## src/rtl/block_bx_tx_if.sv

```systemverilog
// Ready/valid point-to-point link: the source drives vld/data, the sink drives rdy.
// A beat transfers on a rising clock edge where vld && rdy.
interface rdy_vld_if #(
  parameter int DATA_W = 32
);
  logic              vld;
  logic              rdy;
  logic [DATA_W-1:0] data;

  modport src (output vld, output data, input rdy);
  modport dst (input vld, input data, output rdy);
endinterface

```

## src/rtl/block_bx_tx.sv

```systemverilog
// Source-side transmitter: a small FIFO whose head is presented on a ready/valid link,
// with a transfer counter and a flush that never disturbs the beat being presented.
module block_bx_tx #(
  parameter int DATA_W = 32,
  parameter int DEPTH  = 4
) (
  input  logic                       clk,
  input  logic                       rst,
  input  logic                       push_vld,
  input  logic [DATA_W-1:0]          push_data,
  output logic                       push_rdy,
  input  logic                       flush,
  rdy_vld_if.src                     x,
  output logic [15:0]                xfer_cnt,
  output logic [$clog2(DEPTH+1)-1:0] occupancy,
  output logic [1:0]                 state_dbg
);

  localparam int AW = $clog2(DEPTH);
  localparam int OW = $clog2(DEPTH+1);

  typedef enum logic [1:0] {
    IDLE  = 2'd0,
    SEND  = 2'd1,
    DRAIN = 2'd2
  } state_t;

  state_t            state_q, state_d;
  logic [AW-1:0]     wr_q, wr_d, rd_q, rd_d;
  logic [OW-1:0]     occ_q, occ_d;
  logic [15:0]       cnt_q;
  logic [DATA_W-1:0] mem [DEPTH];

  logic do_push, do_pop, do_flush;

  // push_rdy is built from registered state only, so it never follows x.rdy.
  assign push_rdy = (occ_q < OW'(DEPTH)) && (state_q != DRAIN);
  assign do_pop   = (occ_q != '0) && x.rdy;
  assign do_flush = flush && (state_q == SEND);
  // A flush in the same cycle as a push discards the pushed word.
  assign do_push  = push_vld && push_rdy && !do_flush;

  assign x.vld     = (occ_q != '0);
  assign x.data    = mem[rd_q];
  assign occupancy = occ_q;
  assign xfer_cnt  = cnt_q;
  assign state_dbg = state_q;

  always_comb begin
    state_d = state_q;
    wr_d    = wr_q;
    rd_d    = rd_q;
    occ_d   = occ_q;
    if (do_pop)  rd_d = rd_q + AW'(1);
    if (do_push) wr_d = wr_q + AW'(1);
    case ({do_push, do_pop})
      2'b10:   occ_d = occ_q + OW'(1);
      2'b01:   occ_d = occ_q - OW'(1);
      default: occ_d = occ_q;
    endcase
    case (state_q)
      IDLE: begin
        if (do_push) state_d = SEND;
      end
      SEND: begin
        // Flush keeps only the presented head; if it leaves this cycle, nothing remains.
        if (do_flush) begin
          wr_d = rd_q + AW'(1);
          if (do_pop) begin
            occ_d   = '0;
            state_d = IDLE;
          end else begin
            occ_d   = OW'(1);
            state_d = DRAIN;
          end
        end else if (occ_d == '0) begin
          state_d = IDLE;
        end
      end
      DRAIN: begin
        if (do_pop) state_d = IDLE;
      end
      default: state_d = IDLE;
    endcase
  end

  always_ff @(posedge clk or posedge rst) begin
    if (rst) begin
      state_q <= IDLE;
      wr_q    <= '0;
      rd_q    <= '0;
      occ_q   <= '0;
      cnt_q   <= '0;
    end else begin
      state_q <= state_d;
      wr_q    <= wr_d;
      rd_q    <= rd_d;
      occ_q   <= occ_d;
      if (do_pop) cnt_q <= cnt_q + 16'd1;
    end
  end

  // Payload storage carries no reset; x.data is meaningless while x.vld is low.
  always_ff @(posedge clk) begin
    if (do_push) mem[wr_q] <= push_data;
  end

endmodule

```

## src/flat_wrapper.sv

```systemverilog
// flat-port wrapper written by rule: the top's interface ports become plain ports
module block_bx_tx_flat 
#(
  parameter int DATA_W = 32,
  parameter int DEPTH  = 4
)
  (clk, rst, push_vld, push_data, push_rdy, flush, xfer_cnt, occupancy, state_dbg, x_vld, x_data, x_rdy);
  rdy_vld_if #(.DATA_W(DATA_W)) x_i ();
  input  logic clk;
  input  logic rst;
  input  logic push_vld;
  input  logic [DATA_W-1:0] push_data;
  output logic push_rdy;
  input  logic flush;
  output logic [15:0] xfer_cnt;
  output logic [$clog2(DEPTH+1)-1:0] occupancy;
  output logic [1:0] state_dbg;
  output wire logic [$bits(x_i.vld)-1:0] x_vld;
  output wire logic [$bits(x_i.data)-1:0] x_data;
  input wire logic [$bits(x_i.rdy)-1:0] x_rdy;
  assign x_vld = x_i.vld;
  assign x_data = x_i.data;
  assign x_i.rdy = x_rdy;
  block_bx_tx #(.DATA_W(DATA_W), .DEPTH(DEPTH)) u_core (.clk(clk), .rst(rst), .push_vld(push_vld), .push_data(push_data), .push_rdy(push_rdy), .flush(flush), .x(x_i), .xfer_cnt(xfer_cnt), .occupancy(occupancy), .state_dbg(state_dbg));
endmodule
```

## config.mk

```make
export PLATFORM = sky130hd
export DESIGN_NAME = block_bx_tx_flat
export DESIGN_NICKNAME = d
export VERILOG_FILES = /design/src/rtl/block_bx_tx_if.sv /design/src/rtl/block_bx_tx.sv /design/src/flat_wrapper.sv
export SDC_FILE = /design/constraint.sdc
export NUM_CORES = 1
export LEC_CHECK = 0
export CAP_MARGIN = 5
export CORE_MARGIN = 4
export CORE_UTILIZATION = 53
export DETAILED_ROUTE_END_ITERATION = 10
export PLACE_DENSITY_LB_ADDON = 0.12
export SKIP_LAST_GASP = 1
export SLEW_MARGIN = 20
export SYNTH_ARGS = -nofsm -noshare
export SYNTH_HDL_FRONTEND = slang
export SYNTH_SLANG_ARGS = --single-unit
```

## constraint.sdc

```tcl
create_clock -name clk -period 2.8 [get_ports clk]
set_input_delay 0.42 -clock clk [delete_from_list [all_inputs] [get_ports clk]]
set_output_delay 0.42 -clock clk [all_outputs]
set_load 0.005 [all_outputs]
```

==> metrics.md <==
| Metric | Value |
|---|---|
| FF-to-FF End | `u_core.state_dbg[0]` |
| Initial Utilization | `about 54%` |
| Post-synth EDFFs | `roughly 130` |
| Gpl congestion | `just under 0.8` |
| Post-synth ARST share | `16.34%` |
| Slew HR | `73.96%` |
| LEAKAGE | `2.630 nW` |
| DRT Pass-1 Iters | `4` |
| Largest delay contributor family on the critical path | `buffers and inverters` |
| Final hold vios | `0` |
| Final ANT Viol Nets | `0` |
| Worst r2r path cells | `9` |
| Worst VDD drop | `517.0 µV` |
| Seq/Total Area, Yosys | `about three quarters` |
| Max-cap check violation count | `0` |
| Ys Warns | `0` |
| Die width | `approximately 110 µm` |
| Clk_skew | `~6 ps` |
| Maximum buffer depth of the clock tree | `2` |
| WP buf/inv | `2` |
| R2r setup slk | `640 ps` |
| Antenna violations before repair | `0` |
| Placed standard-cell area | `between 7000 and 8000 µm²` |
| Critical path class | `register to primary output` |
| Vias in the first global route | `between 3k and 4k` |
| Cell count after synthesis | `approximately 280` |
| Worst-margin pin slew | `approximately 390 ps` |
| Final wirelength | `about 10 mm` |
| Slowest CP cell | `mux4_2` |
| Hold Path Class | `input port to asynchronous set/reset pin` |
| Final max-slew violation count | `0` |
| Non-Filler Instances | `~550` |
| Largest family of logic cells by synthesized area | `multiplexers` |
| Io pins | `between 90 and 100` |
| Crit share post-route | `95.62%` |
| CP endpoint kind | `primary output` |
| Top-area cell type share of the netlist area | `approximately two thirds` |
| DRC Markers | `0` |
| Clock slew at the register clock pins of the worst setup and hold paths | `60 ps` |
| Adder-cell share of the synthesized area | `1.603%` |
| Cell Pwr Density | `615.8 nW/µm²` |
| Synth area leaders | `edfxtp_1 (65%), mux4_2 (12%), dfrtp_1 (11%), xnor2_1 (2.7%), ha_1 (1.3%)` |
| Share of cells above drive strength 1 | `20.99%` |
| Prevailing post-synth register cell | `edfxtp_1` |
| Core footprint | `about 11000 µm²` |
| Fmax | `roughly 370 MHz` |
| Layout Nets | `436` |
| GRT busiest layer | `met2` |
| Met3 global-route usage | `under 10%` |
| DR iter-0 viols | `175` |
| CP Depth | `3` |
| Finished Cell Area | `7627 µm²` |
| Count leader, synth | `edfxtp_1` |
| Vias | `around 2.9k` |
| Yosys reg bits | `153` |
| Crit-path max cell delay | `~560 ps` |
| Inst Count DP | `around 500` |
| Commonest cells in the netlist | `edfxtp_1 (128), mux4_2 (32), dfrtp_1 (25)` |
| Met2 Use GR | `29.05%` |
| # setup viols final | `0` |
| Met1 GRT Util | `approximately 22%` |
| H-Tree Depth | `4` |
| Reg-to-reg startpoint | `u_core.state_dbg[0]` |
| Syn Area/Cell | `about 21 µm²` |
| Status | `completed` |
| Worst skew pair latency | `around 530 ps` |
| DR vias/cell | `around 5.4` |
| Gr usage total | `17.74%` |
| Die Ht | `113.8 µm` |
| Crit Path Max Fanout | `18` |
| Area Growth Syn to Fin | `28.58%` |
| Congestion Overflow GR | `0` |
| Worst EP arrival | `2260 ps` |
| First-pass GRT wire length | `16.89 mm` |
| Simple logic cell fraction of the synthesized area | `around 4.5%` |
| Min Tclk post-route | `between 2000 and 3000 ps` |
| Area leader, netlist | `edfxtp_1` |
| Critical Path Start Type | `register` |
| RSZ-0062 raised after global routing | `yes` |
| Complex-gate fraction of the synthesized area | `less than 1%` |
| CTS root buf | `clkbuf_8` |
| Clk sink count | `roughly 150` |
| Row count | `38` |
| Worst EP required | `between 2000 and 2500 ps` |
| Die ar. | `between 10000 and 15000 µm²` |
| Number of port buffers | `around 90` |
| Synthesized netlist net count | `approximately 330` |
| Crit path cell chain | `buf_4 > mux4_2 > clkdlybuf4s50_1` |
| CTS Buf Count | `17` |
| Post-CTS setup buffer count | `0` |
| Mapped Area | `between 5000 and 6000 µm²` |
| DR WL/cell | `19.16 µm` |
| CTS tree | `done` |
| Dpl hpwl | `6.808 mm` |
| Worst hold slack | `approximately 240 ps` |
| Largest net degree at the start of global routing | `29` |
| Distinct cell type count after synthesis | `35` |
| XOR/XNOR share of the synthesized area | `about 3.2%` |
| Post-synthesis mux area share | `about an eighth` |
| Number of diodes | `0` |
[tightest hold or removal path: stages]
cell	delay, ps
clkdlybuf4s50_1	390
inv_1	50
buf_4	300
[cells by family after synthesis]
logic type / count (synthesis)
buffers and inverters: 18
XOR/XNOR: 22
multiplexers: 36
AND/OR/NAND/NOR: 42
flip-flops: 153
AO/OA/AOI/OAI: 6
adder cells (fa/ha/maj): 7
[power breakdown]
| part | internal (mW) | leakage (nW) | switching [mW] |
|---|---|---|---|
| logic | 0.0456 | 0.871 | 0.0308 |
| registers | 2.47 | 1.49 | 0 |
| clock network | 1.27 | 0.268 | 0.885 |
[worst max path at each step]
| stage | from | to | slack, ps |
|---|---|---|---|
| 5_1_grt | u_core.rd_q[0] | x_data[0] | -8 |
| 4_1_cts | u_core.rd_q[0] | x_data[23] | 10 |
| 6_report | u_core.rd_q[0] | x_data[27] | 120 |
| 3_5_place_dp | flush | u_core.state_dbg[0] | 220 |
| 3_3_place_gp | flush | u_core.state_dbg[0] | 280 |
| 2_1_floorplan | u_core.state_dbg[0] | u_core.state_dbg[0] | 710 |
[what timing repair did]
action / in CTS / in global routing
gates resized for setup: 0 / 1
endpoints found under the hold margin: 0 / 0
hold buffers: 0 / 0
endpoints found under the setup margin: 0 / 10
[state kept, by name, summed over array words and instances, names as in the netlist]
signal	count
u_core.rd_q	2
u_core.occupancy	3
u_core.xfer_cnt	16
u_core.wr_q	2
u_core.state_dbg	2
u_core.mem	128
[placed cells by master (no fill, tap or decap), types with 2 or more instances in the layout]
cell type	netlist	routed
edfxtp_1	128	128
clkdlybuf4s50_1	0	91
mux4_2	32	32
dfrtp_1	25	23
xnor2_1	18	18
clkbuf_16	0	16
nand2_1	8	8
nor2_1	7	7
buf_4	3	7
ha_1	6	6
inv_1	5	5
xor2_1	4	4
and3_2	0	4
nand3_2	3	3
nand4_1	3	3
and3_1	7	3
mux2i_1	3	3
nand3_1	3	3
clkinv_1	0	3
clkinv_4	0	3
clkinvlp_4	0	3
inv_6	0	3
buf_12	0	3
a21oi_1	2	2
nand4_2	2	2
bufinv_16	0	2
dfrtp_2	0	2
[stage by stage]
stage	TNS, ps	utilization (%)	worst slack [ps]	power (mW)
floorplan	0	-	712.3	2.522
global placement	0	64.82	280.9	2.590
detailed placement	0	64.82	220.5	2.593
CTS	0	70.02	12.87	4.746
global route	-15.18	70.05	-8.125	4.868
finish	0	70.05	122.6	4.697
[area by class of cell]
class                           count  area, µm²
Clock buffer                       17      414.1
Clock inverter                     15      151.4
Fill cell                         740       3261
Inverter                            5      18.77
Multi-Input combinational cell    113       1361
Sequential cell                   153       4472
Tap cell                          140      175.2
Timing Repair Buffer              102       1035
[metal layers]
layer | vias to the layer above | wire length [µm]
met5 | - | 0
li1 | 1348 | -
met1 | 1489 | 4241
met2 | 77 | 5455
met4 | 0 | 119
met3 | 15 | 626
Power figures use the tool's default switching activity.
